==> config.mk <==
export PLATFORM = sky130hd
export DESIGN_NAME = dadder_dp_arb
export DESIGN_NICKNAME = d
export VERILOG_FILES = /design/src/rtl/dadder_dp_arb.sv
export SDC_FILE = /design/constraint.sdc
export NUM_CORES = 1
export LEC_CHECK = 0
export CAP_MARGIN = 20
export CELL_PAD_IN_SITES_DETAIL_PLACEMENT = 0
export CELL_PAD_IN_SITES_GLOBAL_PLACEMENT = 1
export CORE_MARGIN = 2
export CORE_UTILIZATION = 31
export DETAILED_ROUTE_END_ITERATION = 10
export GPL_ROUTABILITY_DRIVEN = 0
export GPL_TIMING_DRIVEN = 0
export PLACE_DENSITY_LB_ADDON = 0.08
export SYNTH_ARGS = -nofsm -noshare
export SYNTH_HDL_FRONTEND = slang
export SYNTH_SLANG_ARGS = --single-unit
==> constraint.sdc <==
create_clock -name clk -period 5 [get_ports clk]
set_input_delay 1 -clock clk [delete_from_list [all_inputs] [get_ports clk]]
set_output_delay 1 -clock clk [all_outputs]
set_load 0.05 [all_outputs]
==> src/rtl/dadder_dp_arb.sv <==
// Two-requester round-robin front end for one shared decimal (BCD) adder; one op in flight.
// Optional macro DADDER_DP_ARB_LOCK_EN adds req0_lock/req1_lock grant locking.
`timescale 1ns/1ps
module dadder_dp_arb #(
  parameter int unsigned DATA_WIDTH    = 32,
  parameter int unsigned ADDER_LATENCY = 1
) (
  input  logic                  clk,
  input  logic                  reset_n,
  input  logic                  req0_valid,
  output logic                  req0_ready,
  input  logic [DATA_WIDTH-1:0] req0_op_a,
  input  logic [DATA_WIDTH-1:0] req0_op_b,
  input  logic                  req0_carry_in,
  input  logic                  req1_valid,
  output logic                  req1_ready,
  input  logic [DATA_WIDTH-1:0] req1_op_a,
  input  logic [DATA_WIDTH-1:0] req1_op_b,
  input  logic                  req1_carry_in,
`ifdef DADDER_DP_ARB_LOCK_EN
  input  logic                  req0_lock,
  input  logic                  req1_lock,
`endif
  output logic [DATA_WIDTH-1:0] add_op_a,
  output logic [DATA_WIDTH-1:0] add_op_b,
  output logic                  add_carry_in,
  input  logic [DATA_WIDTH-1:0] add_result,
  input  logic                  add_carry_out,
  output logic                  rsp_valid,
  input  logic                  rsp_ready,
  output logic                  rsp_id,
  output logic [DATA_WIDTH-1:0] rsp_result,
  output logic                  rsp_carry_out
);

  localparam logic [3:0] LAT = 4'(ADDER_LATENCY);

  typedef enum logic [1:0] {S_IDLE, S_WAIT, S_RESP} state_e;
  state_e state_q, state_d;

  logic                  last_grant_q;
  logic                  grant;
  logic                  any_valid;
  logic                  hs;
  logic [3:0]            cnt_q;
  logic                  fresh_q;
  logic [DATA_WIDTH-1:0] op_a_q, op_b_q, result_q;
  logic                  cin_q, cout_q, id_q;
`ifdef DADDER_DP_ARB_LOCK_EN
  logic                  lock_q, lock_id_q;
`endif

  always_comb begin
    any_valid = req0_valid | req1_valid;
    grant     = (req0_valid && req1_valid) ? ~last_grant_q : req1_valid;
`ifdef DADDER_DP_ARB_LOCK_EN
    if (lock_q && (lock_id_q ? req1_valid : req0_valid)) grant = lock_id_q;
`endif
  end

  assign hs = (state_q == S_IDLE) && any_valid;

  always_ff @(posedge clk or negedge reset_n) begin
    if (!reset_n) state_q <= S_IDLE;
    else          state_q <= state_d;
  end

  always_comb begin
    state_d = state_q;
    unique case (state_q)
      S_IDLE: if (any_valid) state_d = (LAT == 4'd0) ? S_RESP : S_WAIT;
      S_WAIT: if (cnt_q <= 4'd1) state_d = S_RESP;
      S_RESP: if (rsp_ready) state_d = S_IDLE;
      default: state_d = S_IDLE;
    endcase
  end

  always_comb begin
    req0_ready = 1'b0;
    req1_ready = 1'b0;
    rsp_valid  = 1'b0;
    if (state_q == S_IDLE && any_valid) begin
      req0_ready = ~grant;
      req1_ready = grant;
    end
    if (state_q == S_RESP) rsp_valid = 1'b1;
  end

  // Capture on the edge where the counter reaches zero so rsp_valid lands LATENCY+1 after the handshake.
  // With zero latency the first RESP cycle forwards add_result while it is being captured.
  always_ff @(posedge clk or negedge reset_n) begin
    if (!reset_n) begin
      op_a_q       <= '0;
      op_b_q       <= '0;
      cin_q        <= 1'b0;
      id_q         <= 1'b0;
      last_grant_q <= 1'b1;
      cnt_q        <= '0;
      fresh_q      <= 1'b0;
      result_q     <= '0;
      cout_q       <= 1'b0;
`ifdef DADDER_DP_ARB_LOCK_EN
      lock_q       <= 1'b0;
      lock_id_q    <= 1'b0;
`endif
    end else if (hs) begin
      op_a_q       <= grant ? req1_op_a : req0_op_a;
      op_b_q       <= grant ? req1_op_b : req0_op_b;
      cin_q        <= grant ? req1_carry_in : req0_carry_in;
      id_q         <= grant;
      last_grant_q <= grant;
      cnt_q        <= LAT;
      fresh_q      <= (LAT == 4'd0);
`ifdef DADDER_DP_ARB_LOCK_EN
      lock_q       <= grant ? req1_lock : req0_lock;
      lock_id_q    <= grant;
`endif
    end else if (state_q == S_WAIT) begin
      cnt_q <= cnt_q - 4'd1;
      if (cnt_q <= 4'd1) begin
        result_q <= add_result;
        cout_q   <= add_carry_out;
      end
    end else if (state_q == S_RESP && fresh_q) begin
      result_q <= add_result;
      cout_q   <= add_carry_out;
      fresh_q  <= 1'b0;
    end
  end

  assign add_op_a      = op_a_q;
  assign add_op_b      = op_b_q;
  assign add_carry_in  = cin_q;
  assign rsp_id        = id_q;
  assign rsp_result    = fresh_q ? add_result : result_q;
  assign rsp_carry_out = fresh_q ? add_carry_out : cout_q;

endmodule

Word level (Yosys, flattened, before mapping) --
Index checks and enable logic that the tools add are counted. Widths: inputs -> output; s select.
Cells by class: add/sub/neg operators 1, $lt $le $gt $ge 1, equal/unequal tests 6, mux-type cells 24, bitwise operators 4, reduce and logical (&&, ||, !) cells 10
Operators by type and width (number):
- $mux 32 | 6
- $mux 1 | 12
- $mux 4 | 2
- $ne 2x2->1 const B | 4
- $mux 2 | 3
- $pmux 2 s3 | 1
- $reduce_and 3->1 | 2
- $reduce_bool 2->1 | 3
- $le 4x1->1 const B | 1
- $sub 4x1->4 const B | 1
- $logic_and 1x1->1 | 3
- $not 1->1 | 3
- $eq 2x1->1 const B | 1
- $eq 2x2->1 const B | 1
- $logic_not 2->1 | 1
- $reduce_and 2->1 | 1
- $or 1x1->1 | 1
Word-level totals: flip-flop bits (word level) 107, bits of input ports 168, logic and storage cells 56

Longest topological paths before layout --
depth in word-level cells 5, depth in mapped cells 6, mapped depth without buffers 5

Worst setup path before layout --
No wires, ideal clock.
kind in2out, start point input port req0_valid, end point output port req1_ready, data arrival time 1.957 ns, path slack 2.043 ns, stages 4, path buffers 2, cell sequence nand2_1 > and3_1 > clkbuf_1 > buf_1
On the way: longest elaborated chain between the ends 3
RTL lines:
- start: declaration | RTL line 10 | input logic req0_valid,
- $logic_and 1x1->1 or $or 1x1->1 (tied branches) | RTL line 55, 54
- $mux 1 or $logic_and 1x1->1 (tied branches) | RTL line 55, 82
- $mux 1 * | RTL line 82 | if (state_q == S_IDLE && any_valid) begin
- end: declaration | RTL line 16 | output logic req1_ready,
Every way passes the cells marked *; elsewhere a longest branch is shown, timed or not.

Final worst setup path --
Same ends and word-level chain as after synthesis.

==> impl_metrics.tcl <==
set metrics [dict create \
    grt_pass1_vias 4400 \
    rsz0062_at_grt "false" \
    hold_buffers 0 \
    ys.flop_type "dfrtp_1" \
    p_sw_share_pct 46.3 \
    fin_nets 786 \
    synthTopCellsByArea "dfrtp_1 (56%), a221o_1 (14%), o21a_1 (10%)" \
    start_util_pct 31.9 \
    avgSynthCellArea_um2 13.9 \
    instances_no_fill 805 \
    clk_latency_ns 0.35 \
    worst_ir_drop_vdd_uv 289 \
    pre_cts_slack_ns 0.754 \
    p_switching_mw 2.82 \
    grt_pass1_wl_um 23500 \
    drv_cap 0 \
    via_per_inst 4.98 \
    path_max_fanout 10 \
    syn_area_um2 4650 \
    syn_nets 505 \
    crit_start "req0_valid" \
    drt-total-wl_um 14900 \
    yosys_warnings 0 \
    ys_types 27 \
    wl_per_cell_um 18.5 \
    overflow 0 \
    antenna_found_initial 0 \
    p_int_mw 3.27 \
    drc_errors 0 \
    setup_viol_count_final 0 \
    synth-edff-count 0 \
    rows 44 \
    period_share_pct 84.5 \
    fin_area_um2 7910 \
    n_antenna_cell 0 \
    holdWs_ns 0.491 \
    place_area_um2 7600 \
    cp-end-kind "output pin" \
    fillers 1274 \
    setup_ws_ns 0.774 \
    p_clk_share_pct 12.1 \
    synth_area_leader_cell "dfrtp_1" \
    min_path_type "reg2reg" \
    ios 270 \
    pwr-share-comb_pct 62.5 \
    critPathArrivalTime_ns 3.23 \
    coreArea_um2 14600 \
    chipWidth_um 127 \
    synth-seq-cells 106 \
    max_slew_margin_pct 50.0 \
    leakagePower_nw 3.27 \
    cts_tree "built" \
    synthCells 335 \
    slew_viol_final 0 \
    cts_resized 0 \
    pwr_density_cell_nw_per_um2 770 \
    fmax_mhz 237 \
    port_buffers 269 \
    status "complete, no violations" \
    track_usage_pct 18.8 \
    clock_path_buffers 2 \
    cts_max_level 3 \
    worst_pin_slew_ns 0.750 \
    synth.most_common_cell "dfrtp_1" \
    min_period_ns 4.23 \
    final_antenna_net_count 0 \
    areaGrowthSynthToFinish_pct 69.9 \
    hold_viol_final 0 \
    cts-root-buf "clkbuf_16" \
    finClkSkew_ns 0.00225 \
    clk_pin_slew_ns 0.07 \
    seqPwrFrac_pct 25.3 \
    post-cts-setup-buffers 0 \
    die_h_um 127 \
    synth-seq-area-share_pct 57.0 \
    required_ns 4.00 \
    synth_top_area_share_pct 56.5 \
    die_area_um2 16000 \
    async_reset_ff_share_pct 100 \
    detailedRoute.firstPassIterationCount 4 \
    hp-start "rsp_id" \
    timing.rr.start "state_q[1]" \
    first_iter_violations 137 \
    cts.sinks 106 \
    crit_path_start_kind "input port" \
    drive_gt1_share_pct 10.3 \
    cts_buffers 9 \
    synthTopCellsByCount "dfrtp_1 (105), a221o_1 (65), o21a_1 (65)" \
    grt_start_max_net_pins 56 \
    vias 4007 \
    dp_hpwl_um 11100 \
    critical_path_class "in2out" \
    dp_cells 789 \
]
## routing by layer
| metal | share of wire (%) | track usage [%] | vias up |
|---|---|---|---|
| met5 | 0 | 0 | - |
| met4 | 2.2 | 5.56 | 0 |
| met3 | 9.1 | 8.48 | 19 |
| met2 | 49 | 31.4 | 168 |
| met1 | 40 | 21.7 | 1959 |
| li1 | - | - | 1861 |
## power groups by stage
stage	registers, mW	clock network, mW	logic [mW]
2_1_floorplan	2.90	0	1.21
3_3_place_gp	1.54	0	3.80
3_5_place_dp	1.55	0	3.83
4_1_cts	1.55	0.769	3.84
5_1_grt	1.60	0.804	4.00
6_report	1.54	0.740	3.81
## final timing paths
path,end,slack [ns],cells after the start
max,req1_ready,0.77,6
min,rsp_id,0.49,1
max reg2reg,result_q[6],3.10,5
min reg2reg,rsp_id,0.49,1
max in group asynchronous,last_grant_q,3.53,2
min in group asynchronous,result_q[12],0.71,1
## cell type report
type | count | area (µm²) | share of cell area [%]
buffer | 34 | 168 | 2.12
clock buffer | 12 | 256 | 3.24
clock inverter | 4 | 50.0 | 0.633
inverter | 3 | 11.3 | 0.142
multi-input combinational | 192 | 1820 | 23.0
sequential | 106 | 2650 | 33.6
tap | 184 | 230 | 2.91
timing repair buffer | 270 | 2720 | 34.4
## state kept, by name, summed over array words and instances (netlist names), 2 cells and up
register	flops
result_q	32
add_op_a	32
cnt_q	4
add_op_b	32
state_q	2
## per-stage QoR
step	TNS, ns	util (%)	total power [mW]
2_1_floorplan	0	-	4.11
3_3_place_gp	-137.22	51.9	5.34
3_5_place_dp	0	52.1	5.38
4_1_cts	0	54.2	6.16
5_1_grt	0	54.2	6.40
6_report	0	54.2	6.09
## cell usage in the layout, fill, tap and decap left out, types with 4 or more instances in the layout
cell type | netlist | layout
dfrtp_1 | 105 | 105
mux2_2 | 4 | 4
o21ai_0 | 5 | 5
buf_1 | 7 | 7
clkbuf_16 | 0 | 9
buf_2 | 8 | 8
o21a_1 | 65 | 65
buf_6 | 4 | 4
clkdlybuf4s50_1 | 0 | 268
a221o_1 | 65 | 65
clkbuf_1 | 15 | 16
mux2_4 | 29 | 29
## cells by family (layout without fill, tap and decap cells)
family	Yosys count	in the layout	synth area share [%]
AOI/OAI and AO/OA	140	140	25.8
DFF	106	106	57.0
buffers and inverters	37	323	3.84
muxes	34	34	10.5
and+or+nand+nor	15	15	2.07
adders and majority gates	2	2	0.538
xor gates and xnor gates	1	1	0.188
## critical path, stage by stage
cell,delay (ns)
clkdlybuf4s50_1,0.45
nand2_1,0.08
and3_1,0.14
clkbuf_1,0.23
buf_1,0.42
clkdlybuf4s50_1,0.90
Power figures use the tool's default switching activity.
